==> src/rtl/conware_gen_ctrl.sv <==
// rtl/conware_gen_ctrl.sv - Game-of-Life frame pipeline sequencer (load, N generation steps, send)
//
// Sequences one frame through the conware datapath: enables the ingest buffer,
// issues num_gens generation-step strobes spaced STEP_LAT+1 cycles apart so the
// combinational generation block can settle, then enables the egress buffer and
// pulses done when it has sent the last beat.
//
// Optional build macro: CONWARE_AUTORUN_EN
//   defined   - DONE loops straight back to LOAD (num_gens re-latched, gen_count
//               cleared); only abort or reset returns the FSM to IDLE.
//   undefined - DONE returns to IDLE; one frame per accepted start.
//
// Parameters:
//   GEN_W     width of num_gens / gen_count
//   STEP_LAT  idle cycles after each step strobe (0..15)
//   FRAME_W   width of frame_count
//
// Ports:
//   clk          clock, rising edge
//   rst          asynchronous active-low reset
//   start        begin one frame (sampled in IDLE only)
//   abort        cancel the current frame, return to IDLE
//   num_gens     generations per frame, latched on accepted start
//   load_en      ingest buffer may accept beats
//   load_done    ingest buffer accepted its last beat (1-cycle pulse)
//   step         generation-step strobe (1 cycle)
//   send_en      egress buffer may stream
//   send_done    egress buffer sent its last beat (1-cycle pulse)
//   busy         FSM is not in IDLE
//   done         frame completed (1-cycle pulse)
//   gen_count    steps issued in the current/last frame
//   frame_count  frames completed since reset (wraps)

module conware_gen_ctrl #(
    parameter int GEN_W    = 8,
    parameter int STEP_LAT = 2,
    parameter int FRAME_W  = 16
) (
    input  logic               clk,
    input  logic               rst,
    input  logic               start,
    input  logic               abort,
    input  logic [GEN_W-1:0]   num_gens,
    output logic               load_en,
    input  logic               load_done,
    output logic               step,
    output logic               send_en,
    input  logic               send_done,
    output logic               busy,
    output logic               done,
    output logic [GEN_W-1:0]   gen_count,
    output logic [FRAME_W-1:0] frame_count
);

    typedef enum logic [2:0] {
        S_IDLE,
        S_LOAD,
        S_STEP,
        S_SETTLE,
        S_SEND,
        S_DONE
    } state_t;

    localparam logic [GEN_W-1:0]   GEN_ONE     = {{(GEN_W-1){1'b0}}, 1'b1};
    localparam logic [FRAME_W-1:0] FRAME_ONE   = {{(FRAME_W-1){1'b0}}, 1'b1};
    // Last value of the settle counter before leaving SETTLE; SETTLE is never
    // entered when STEP_LAT is 0, so the fallback value is irrelevant.
    localparam logic [3:0]         SETTLE_LAST = (STEP_LAT > 0) ? 4'(STEP_LAT - 1) : 4'd0;

    state_t             state_q, state_d;
    logic [GEN_W-1:0]   num_gens_q, num_gens_d;
    logic [GEN_W-1:0]   gen_count_q, gen_count_d;
    logic [FRAME_W-1:0] frame_count_q, frame_count_d;
    logic [3:0]         settle_q, settle_d;
    logic [GEN_W-1:0]   gen_count_inc;

    assign gen_count_inc = gen_count_q + GEN_ONE;

    always_ff @(posedge clk or negedge rst) begin
        if (!rst) begin
            state_q       <= S_IDLE;
            num_gens_q    <= '0;
            gen_count_q   <= '0;
            frame_count_q <= '0;
            settle_q      <= '0;
        end else begin
            state_q       <= state_d;
            num_gens_q    <= num_gens_d;
            gen_count_q   <= gen_count_d;
            frame_count_q <= frame_count_d;
            settle_q      <= settle_d;
        end
    end

    always_comb begin
        state_d       = state_q;
        num_gens_d    = num_gens_q;
        gen_count_d   = gen_count_q;
        frame_count_d = frame_count_q;
        settle_d      = settle_q;

        case (state_q)
            S_IDLE: begin
                // abort outranks start even though it has nothing to cancel here
                if (start && !abort) begin
                    num_gens_d  = num_gens;
                    gen_count_d = '0;
                    state_d     = S_LOAD;
                end
            end
            S_LOAD: begin
                if (load_done) begin
                    state_d = (num_gens_q == '0) ? S_SEND : S_STEP;
                end
            end
            S_STEP: begin
                // The strobe is on the wire this cycle, so it is counted even
                // if abort cuts the frame short right now.
                gen_count_d = gen_count_inc;
                settle_d    = '0;
                if (STEP_LAT == 0) begin
                    state_d = (gen_count_inc == num_gens_q) ? S_SEND : S_STEP;
                end else begin
                    state_d = S_SETTLE;
                end
            end
            S_SETTLE: begin
                if (settle_q == SETTLE_LAST) begin
                    state_d = (gen_count_q == num_gens_q) ? S_SEND : S_STEP;
                end else begin
                    settle_d = settle_q + 4'd1;
                end
            end
            S_SEND: begin
                if (send_done) begin
                    state_d = S_DONE;
                end
            end
            S_DONE: begin
                // done is already visible this cycle, so the frame is counted
                // regardless of a coincident abort.
                frame_count_d = frame_count_q + FRAME_ONE;
`ifdef CONWARE_AUTORUN_EN
                if (!abort) begin
                    num_gens_d  = num_gens;
                    gen_count_d = '0;
                end
                state_d = S_LOAD;
`else
                state_d = S_IDLE;
`endif
            end
            default: state_d = S_IDLE;
        endcase

        if (abort && (state_q != S_IDLE)) begin
            state_d = S_IDLE;
        end
    end

    assign load_en     = (state_q == S_LOAD);
    assign step        = (state_q == S_STEP);
    assign send_en     = (state_q == S_SEND);
    assign busy        = (state_q != S_IDLE);
    assign done        = (state_q == S_DONE);
    assign gen_count   = gen_count_q;
    assign frame_count = frame_count_q;

endmodule

==> config.mk <==
export PLATFORM = sky130hd
export DESIGN_NAME = conware_gen_ctrl
export DESIGN_NICKNAME = d
export VERILOG_FILES = /design/src/rtl/conware_gen_ctrl.sv
export SDC_FILE = /design/constraint.sdc
export NUM_CORES = 1
export LEC_CHECK = 0
export CORE_MARGIN = 1.5
export CORE_UTILIZATION = 57
export CTS_BUF_LIST = sky130_fd_sc_hd__clkbuf_8
export DETAILED_ROUTE_END_ITERATION = 16
export PLACE_DENSITY = 0.93
export SLEW_MARGIN = 5
export SYNTH_ARGS = -nofsm -noshare
export SYNTH_HDL_FRONTEND = slang
export SYNTH_SLANG_ARGS = --single-unit
==> constraint.sdc <==
create_clock -name clk -period 3 [get_ports clk]
set_input_delay 0.3 -clock clk [delete_from_list [all_inputs] [get_ports clk]]
set_output_delay 0.3 -clock clk [all_outputs]
set_load 0.01 [all_outputs]
# Word-level counts from Yosys, hierarchy flattened
# Index checks and enable logic that the tools add are counted.
classes:
  n_addsub: 3
  mul: 0
  div: 0
  n_lt_le_gt_ge: 0
  n_eq_ne: 13
  shifts: 0
  muxes: 12
  bitwise: 0
  reduce_logical: 12
ops:
  columns: ["op", "n"]
  rows:
  - ["$mux W3", 7]
  - ["$add A16 B1 Y16 const B", 1]
  - ["$pmux W8 S2", 1]
  - ["$pmux W3 S5", 1]
  - ["$add A8 B1 Y8 const B", 1]
  - ["$eq A8 B8 Y1", 1]
  - ["$logic_not A8 Y1", 1]
  - ["$mux W8", 1]
  - ["$pmux W4 S2", 1]
  - ["$eq A3 B2 Y1 const B", 2]
  - ["$eq A3 B3 Y1 const B", 2]
  - ["$ne A3 B1 Y1 const B", 2]
  - ["$ne A3 B3 Y1 const B", 2]
  - ["$reduce_and A2 Y1", 3]
  - ["$add A4 B1 Y4 const B", 1]
  - ["$eq A4 B1 Y1 const B", 1]
  - ["$mux W4", 1]
  - ["$ne A2 B2 Y1 const B", 2]
  - ["$reduce_and A4 Y1", 1]
  - ["$reduce_bool A2 Y1", 2]
  - ["$eq A3 B1 Y1 const B", 1]
  - ["$logic_not A3 Y1", 1]
  - ["$reduce_bool A3 Y1", 1]
  - ["$logic_and A1 B1 Y1", 2]
  - ["$logic_not A1 Y1", 1]
totals:
  register_bits: 39
  latch_bits: 0
  ramBits: 0
  mem_bits_ro: 0
  word_cells: 45
  n_memories: 0

# Logic depth before layout (Yosys ltp)
# Gate-level depths: netlist of the first run.
logic_depth:
  ltp_word: 5
  ltp_mapped: 7

# Worst setup path before layout of the first run
# OpenSTA, ideal clock, no wires.
synth_timing:
  path_type: "reg-to-reg"
  from: "reg state_q[2]"
  to: "reg state_q[2]"
  t_arrival_ps: 1465
  t_required_ps: 2913
  path_slack_ps: 1449
  stages_incl_launch_ff: 6
  synth_period_minus_slack_ps: 1551
  path_cell_list: "dfrtp_1 > buf_4 > nor3b_1 > a31oi_1 > or3_1 > o211ai_1"
synth_lines:
  columns: ["item", "line", "source"]
  rows:
  - ["start: declaration", "70", "state_t state_q, state_d;"]
  - ["start signal: assignment", "87", "state_q <= state_d;"]
  - ["$eq A3 B1 Y1 (*)", null, null]
  - ["net load_en", "44", "output logic load_en,"]
  - ["$pmux W3 S5 / $ne A3 B1 Y1 (equally long branches)", null, null]
  - ["$mux W3 / $reduce_and A4 Y1 (equally long branches)", null, null]
# The timed path passes the listed nets; every way through them passes the cells marked *.
# A chain may end at the register's enable or synchronous reset.

# Worst setup path after layout of the first run
layout_timing:
  from: "reg state_q[0]"
  to: "out step"
layout_between:
  elab_chain_len: 1
layout_lines:
  columns: ["item", "line", "source"]
  rows:
  - ["$eq A3 B2 Y1", "162", "assign step = (state_q == S_STEP);"]
  - ["end: declaration", "46", "output logic step,"]
# No other way between the ends.

==> results of run 1 <==
==> worst paths after layout <==
kind	cells past startpoint	to	slack [ns]
worst max-delay path	3	step	0.46
worst min-delay path	1	state_q[0]	0.11
worst max register to register	5	gen_count[7]	1.07
worst min register to register	1	frame_count[15]	0.47
max in group asynchronous	1	frame_count[1]	2.33
min in group clk	1	frame_count[15]	0.47
==> metal layers <==
metal	vias to the layer above	track usage	wire, um
met5	-	0	0
met2	36	0.3997	2213
met1	795	0.3077	1908
met3	7	0.05282	156
li1	767	-	-
met4	0	0.09783	75
==> flip-flops by register name, summed over array words and instances (netlist names) <==
signal       cells
frame_count     16
gen_count        8
num_gens_q       8
settle_q         4
state_q          3
==> logic make-up (layout without fill, tap and decap cells) <==
logic type	Yosys count	in the layout	share of synthesized area
AO/OA/AOI/OAI	31	31	0.1063
XOR/XNOR	25	25	0.1034
adder cells (fa/ha/maj)	4	4	0.02363
buffers and inverters	12	55	0.04016
flip-flops	39	39	0.4607
multiplexers	10	10	0.05198
AND/OR/NAND/NOR	70	70	0.2138
==> synth_stat cells, types with 3 or more instances <==
master / number / area share
nand2_1: 20 / 0.035
nor2_1: 7 / 0.012
nand4_1: 8 / 0.024
o21ai_0: 4 / 0.0095
nor4_1: 4 / 0.012
ha_1: 4 / 0.024
mux2_1: 6 / 0.032
xor2_1: 14 / 0.058
inv_1: 4 / 0.0071
xnor2_1: 11 / 0.045
o21ai_1: 7 / 0.017
and3_1: 3 / 0.0089
nor3b_1: 3 / 0.011
a31oi_1: 3 / 0.0089
dfrtp_1: 39 / 0.46
nand3_1: 6 / 0.014
==> power by group <==
group          leakage [nW]  total [mW]  internal (mW)  switching, mW
Combinational         0.611       0.496          0.257          0.239
Clock                0.0612       0.452          0.269          0.182
Sequential            0.522       0.776          0.620          0.156
==> area by class of cell <==
type	count	area [um^2]	area share
flip-flops and latches	39	975.9	0.3686
multi-input cells	140	1057	0.3993
clock inverters	2	35.03	0.01323
clock buffers	6	82.58	0.03119
repair buffers	42	415.4	0.1569
inverters	5	23.77	0.008979
well taps	46	57.56	0.02174
==> critical path: stages, from the launching register on <==
cell             delay, ns
dfrtp_1               0.59
or3b_1                0.61
inv_6                 0.18
clkdlybuf4s50_1       0.56
==> metrics by stage <==
stage / cell area (um^2) / total power, mW / hold WS (ns)
finish: 2648 / 1.724 / 0.1088
global route: 2648 / 1.825 / 0.1706
CTS: 2648 / 1.735 / 0.1289
detailed placement: 2530 / 1.278 / 0.4563
global placement: 2530 / 1.255 / 0.4576
floorplan: 2118 / 1.123 / 0.004409
==> out/metrics.yaml, run 1 <==
placement:
  gp_congestion: 0.8949
  dp.cells: 272
  io_buffers: 42
  dp_slack_ns: 0.7935
  dpl.hpwl_um: 3168
setup_path:
  path_max_fanout: 15
  startpoint: "state_q[0]"
  start_kind: "register"
  cp-end-kind: "output pin"
  cp.arrival_ns: 2.24
  cp.required_ns: 2.70
  criticalPathCategory: "register to output pin"
  r2r_start: "state_q[0]"
route:
  antenna_left: 0
  wl_per_cell_um: 15.55
  vias_per_cell: 5.732
  via_count: 1605
  wl_um: 4354
  drc_errors: 0
  drt_pass1_iterations: 4
  drt_first_iter_violations: 109
timing:
  layout_worst_path_cycle_share: 0.8474
  skew_ns: 0.01372
  max_freq_mhz: 393.4
  post-route-min-period_ns: 2.542
  maxSlewViolCount: 0
  finalSetupViolCount: 0
  rsz0062_at_grt: "no"
  slew-limit-headroom: 0.4237
  fin_ws_ns: 0.4578
  worstMarginPinSlew_ns: 0.8645
  hold_viol: 0
  setup_tns_ns: 0
clock_tree:
  clk_pin_slew_ns: 0.07
  cts.sinks: 39
  ctsHoldBuffers: 0
  cts_root_buf: "clkbuf_8"
  clock_path_buffers: 2
  ctsResizeCount: 0
  htreeDepth: 2
  cts_setup_buffers: 0
  clk_latency_ns: 0.30
  cts_tree: "built"
  cts_buffers: 5
cells_and_area:
  final_common_cell: "clkdlybuf4s50_1"
  final_cell_count_no_fill: 280
  num_antenna_cells: 0
  layout.nets: 251
  layout_common_cells: "clkdlybuf4s50_1, dfrtp_1, nand2_1"
  syn_to_final_growth_pct: 24.99
  fillers: 222
  fin_util: 0.7692
  drive_gt1_frac: 0.1111
die:
  die_h_um: 63.96
  die_w_um: 63.96
  io_pins: 43
  initial_core_util: 0.6154
  rows: 21
  die_area_mm2: 0.004091
  coreArea_mm2: 0.003442
yosys:
  ys.flop_type: "dfrtp_1"
  seq_area_frac_synth: 0.4607
  synth_cells: 191
  yosys_register_bits: 39
  synth_edf_count: 0
  synth_cell_type_count: 56
  yosysWarnings: 0
  syn_nets: 209
  avgSynthCellArea_um2: 11.09
  ys_async_sr_fraction: 1.000
  synth_area_mm2: 0.002118
global_route:
  grt_first_pass_wirelength_um: 7534
  overflow: 0
  grt_pass1_vias: 1577
  antenna_found_initial: 0
  grt_max_degree: 40
  grt_usage: 0.2418
power:
  ir_drop_uv: 690.0
  cellPowerDensity_mw_per_mm2: 651.1
  p_leak_nw: 1.194
outcome:
  status: "finished clean"
run:
  drv_cap: 0
worst_hold_path:
  hold_class: "input port to async pin"
Power figures use the tool's default switching activity.
==> run 2, diff against run 1 <==
Settings changed: CORE_UTILIZATION 57 to 48, PLACE_DENSITY 0.93 to 0.84.
Clock period 3 ns to 2.1 ns, I/O delays scaled along.
==> run 2 against run 1 <==
First-iteration DRC count up 7.3%. Hold slack worse by 0.076 ns. Highest routed layer unchanged. Critical path type unchanged. Total power up 38%. Largest power group unchanged.
==> out/metrics.yaml, run 2 (synthesized netlist as in run 1, its figures left out) <==
die:
  die_area_mm2: 0.004821
  coreArea_mm2: 0.004115
  die_w_um: 69.43
  io_pins: 43
  initial_core_util: 0.5147
  rows: 23
  die_h_um: 69.43
setup_path:
  criticalPathCategory: "register to output pin"
  worst-path-stages: 3
  cpMaxStageDelayCell: "clkdlybuf4s50_1"
  cp_num_buf_inv: 2
  path_max_fanout: 12
  cp.required_ns: 1.89
  crit_family: "buffers and inverters"
  cp-end-kind: "output pin"
  start_kind: "register"
  critical-path-max-stage-delay_ns: 0.54
  crit_chain: "or3b_4 -> inv_6 -> clkdlybuf4s50_1"
  reg2regPathDepth: 6
  cp.arrival_ns: 1.83
route:
  drt_pass1_iterations: 4
  vias_per_cell: 5.519
  via_count: 1584
  wl_per_cell_um: 15.37
  antenna_left: 0
  wl_um: 4410
  drc_errors: 0
  drt_first_iter_violations: 117
timing:
  post-route-min-period_ns: 2.035
  hold_viol: 0
  whs_ns: 0.03243
  layout_worst_path_cycle_share: 0.9691
  finalSetupViolCount: 0
  setup_tns_ns: 0
  slew-limit-headroom: 0.4232
  worstMarginPinSlew_ns: 0.8652
  maxSlewViolCount: 0
  max_freq_mhz: 491.4
  skew_ns: 0.005212
  rsz0062_at_grt: "no"
placement:
  dpl_cell_area_mm2: 0.002565
  dpl.hpwl_um: 3261
  io_buffers: 42
  gp_congestion: 0.9191
clock_tree:
  cts.sinks: 39
  htreeDepth: 2
  clk_pin_slew_ns: 0.07
  cts_root_buf: "clkbuf_8"
  cts_tree: "built"
  clock_path_buffers: 2
  cts_buffers: 5
  clk_latency_ns: 0.29
global_route:
  grt_max_degree: 40
  grt_usage: 0.1951
  grt_pass1_vias: 1509
  overflow: 0
  antenna_found_initial: 0
  grt_first_pass_wirelength_um: 7403
cells_and_area:
  register_area_um2: 977.2
  layout.nets: 255
  syn_to_final_growth_pct: 25.63
  final_cell_area_mm2: 0.002661
  fillers: 322
  largest_register_ff_count: 16
  multi_input_area_mm2: 0.001065
  num_antenna_cells: 0
  final_common_cell: "clkdlybuf4s50_1"
  fin_util: 0.6467
  layout_common_cells: "clkdlybuf4s50_1, dfrtp_1, nand2_1"
  drive_gt1_frac: 0.1350
power:
  cellPowerDensity_mw_per_mm2: 891.2
  p_leak_nw: 1.205
  power_mw: 2.372
  ir_drop_uv: 517.9
run:
  drv_cap: 0
outcome:
  status: "finished clean"
worst_hold_path:
  hold_class: "input port to async pin"
[run 2: cell types whose count changed in the layout (fill, tap and decap cells not counted), sizes merged]
cell,delta
bufinv,-1
buf,+4
[run 2: per-stage QoR]
stage               instances  setup slack (ns)
detailed placement        280            0.2619
global placement          280            0.2932
floorplan                 191            0.5485
CTS                       287         0.0006879
global route              287           0.01155
finish                    287           0.06481
[run 2: layout make-up]
type	instances	area share
inverter	5	0.008933
tap	50	0.02351
clock buffer	6	0.03103
clock inverter	1	0.001881
sequential	39	0.3672
multi-input combinational	140	0.4001
timing repair buffer	46	0.1674
[run 2: worst paths after layout]
check | slack, ns | to | start
max in group asynchronous | 1.47 | state_q[0] | rst
setup reg to reg | 0.32 | state_q[0] | settle_q[1]
setup / recovery | 0.06 | step | state_q[0]
min in group clk | 0.47 | frame_count[15] | frame_count[15]
hold / removal | 0.03 | num_gens_q[4] | rst
hold reg to reg | 0.47 | frame_count[15] | frame_count[15]
[run 2: worst reg2reg max path: cells and delay by family (launching register included)]
family / cells / cell delay, ns
compound gates: 3 / 0.57
fa+ha+maj: 1 / 0.15
buf+inv: 1 / 0.07
flops: 1 / 0.42
simple gates: 1 / 0.48
[run 2: power breakdown]
| group | internal, mW | total, mW | leakage [nW] | switching (mW) |
|---|---|---|---|---|
| clock | 0.258 | 0.509 | 0.0470 | 0.252 |
| sequential | 0.888 | 1.07 | 0.521 | 0.184 |
| combinational | 0.398 | 0.790 | 0.637 | 0.393 |
| total | 1.54 | 2.37 | 1.20 | 0.828 |
[run 2: repair_timing]
action,4_1_cts,5_1_grt
buffers inserted,0,0
hold endpoints to repair,0,0
hold buffers,0,0
gates resized for setup,0,3
endpoints found under the setup margin,0,2
[run 2: routing by layer]
| layer | share of wire | GRT usage |
|---|---|---|
| met3 | 0.033 | 0.04797 |
| met2 | 0.48 | 0.2938 |
| met4 | 0.015 | 0.08497 |
| met5 | 0 | 0 |
| met1 | 0.47 | 0.2674 |
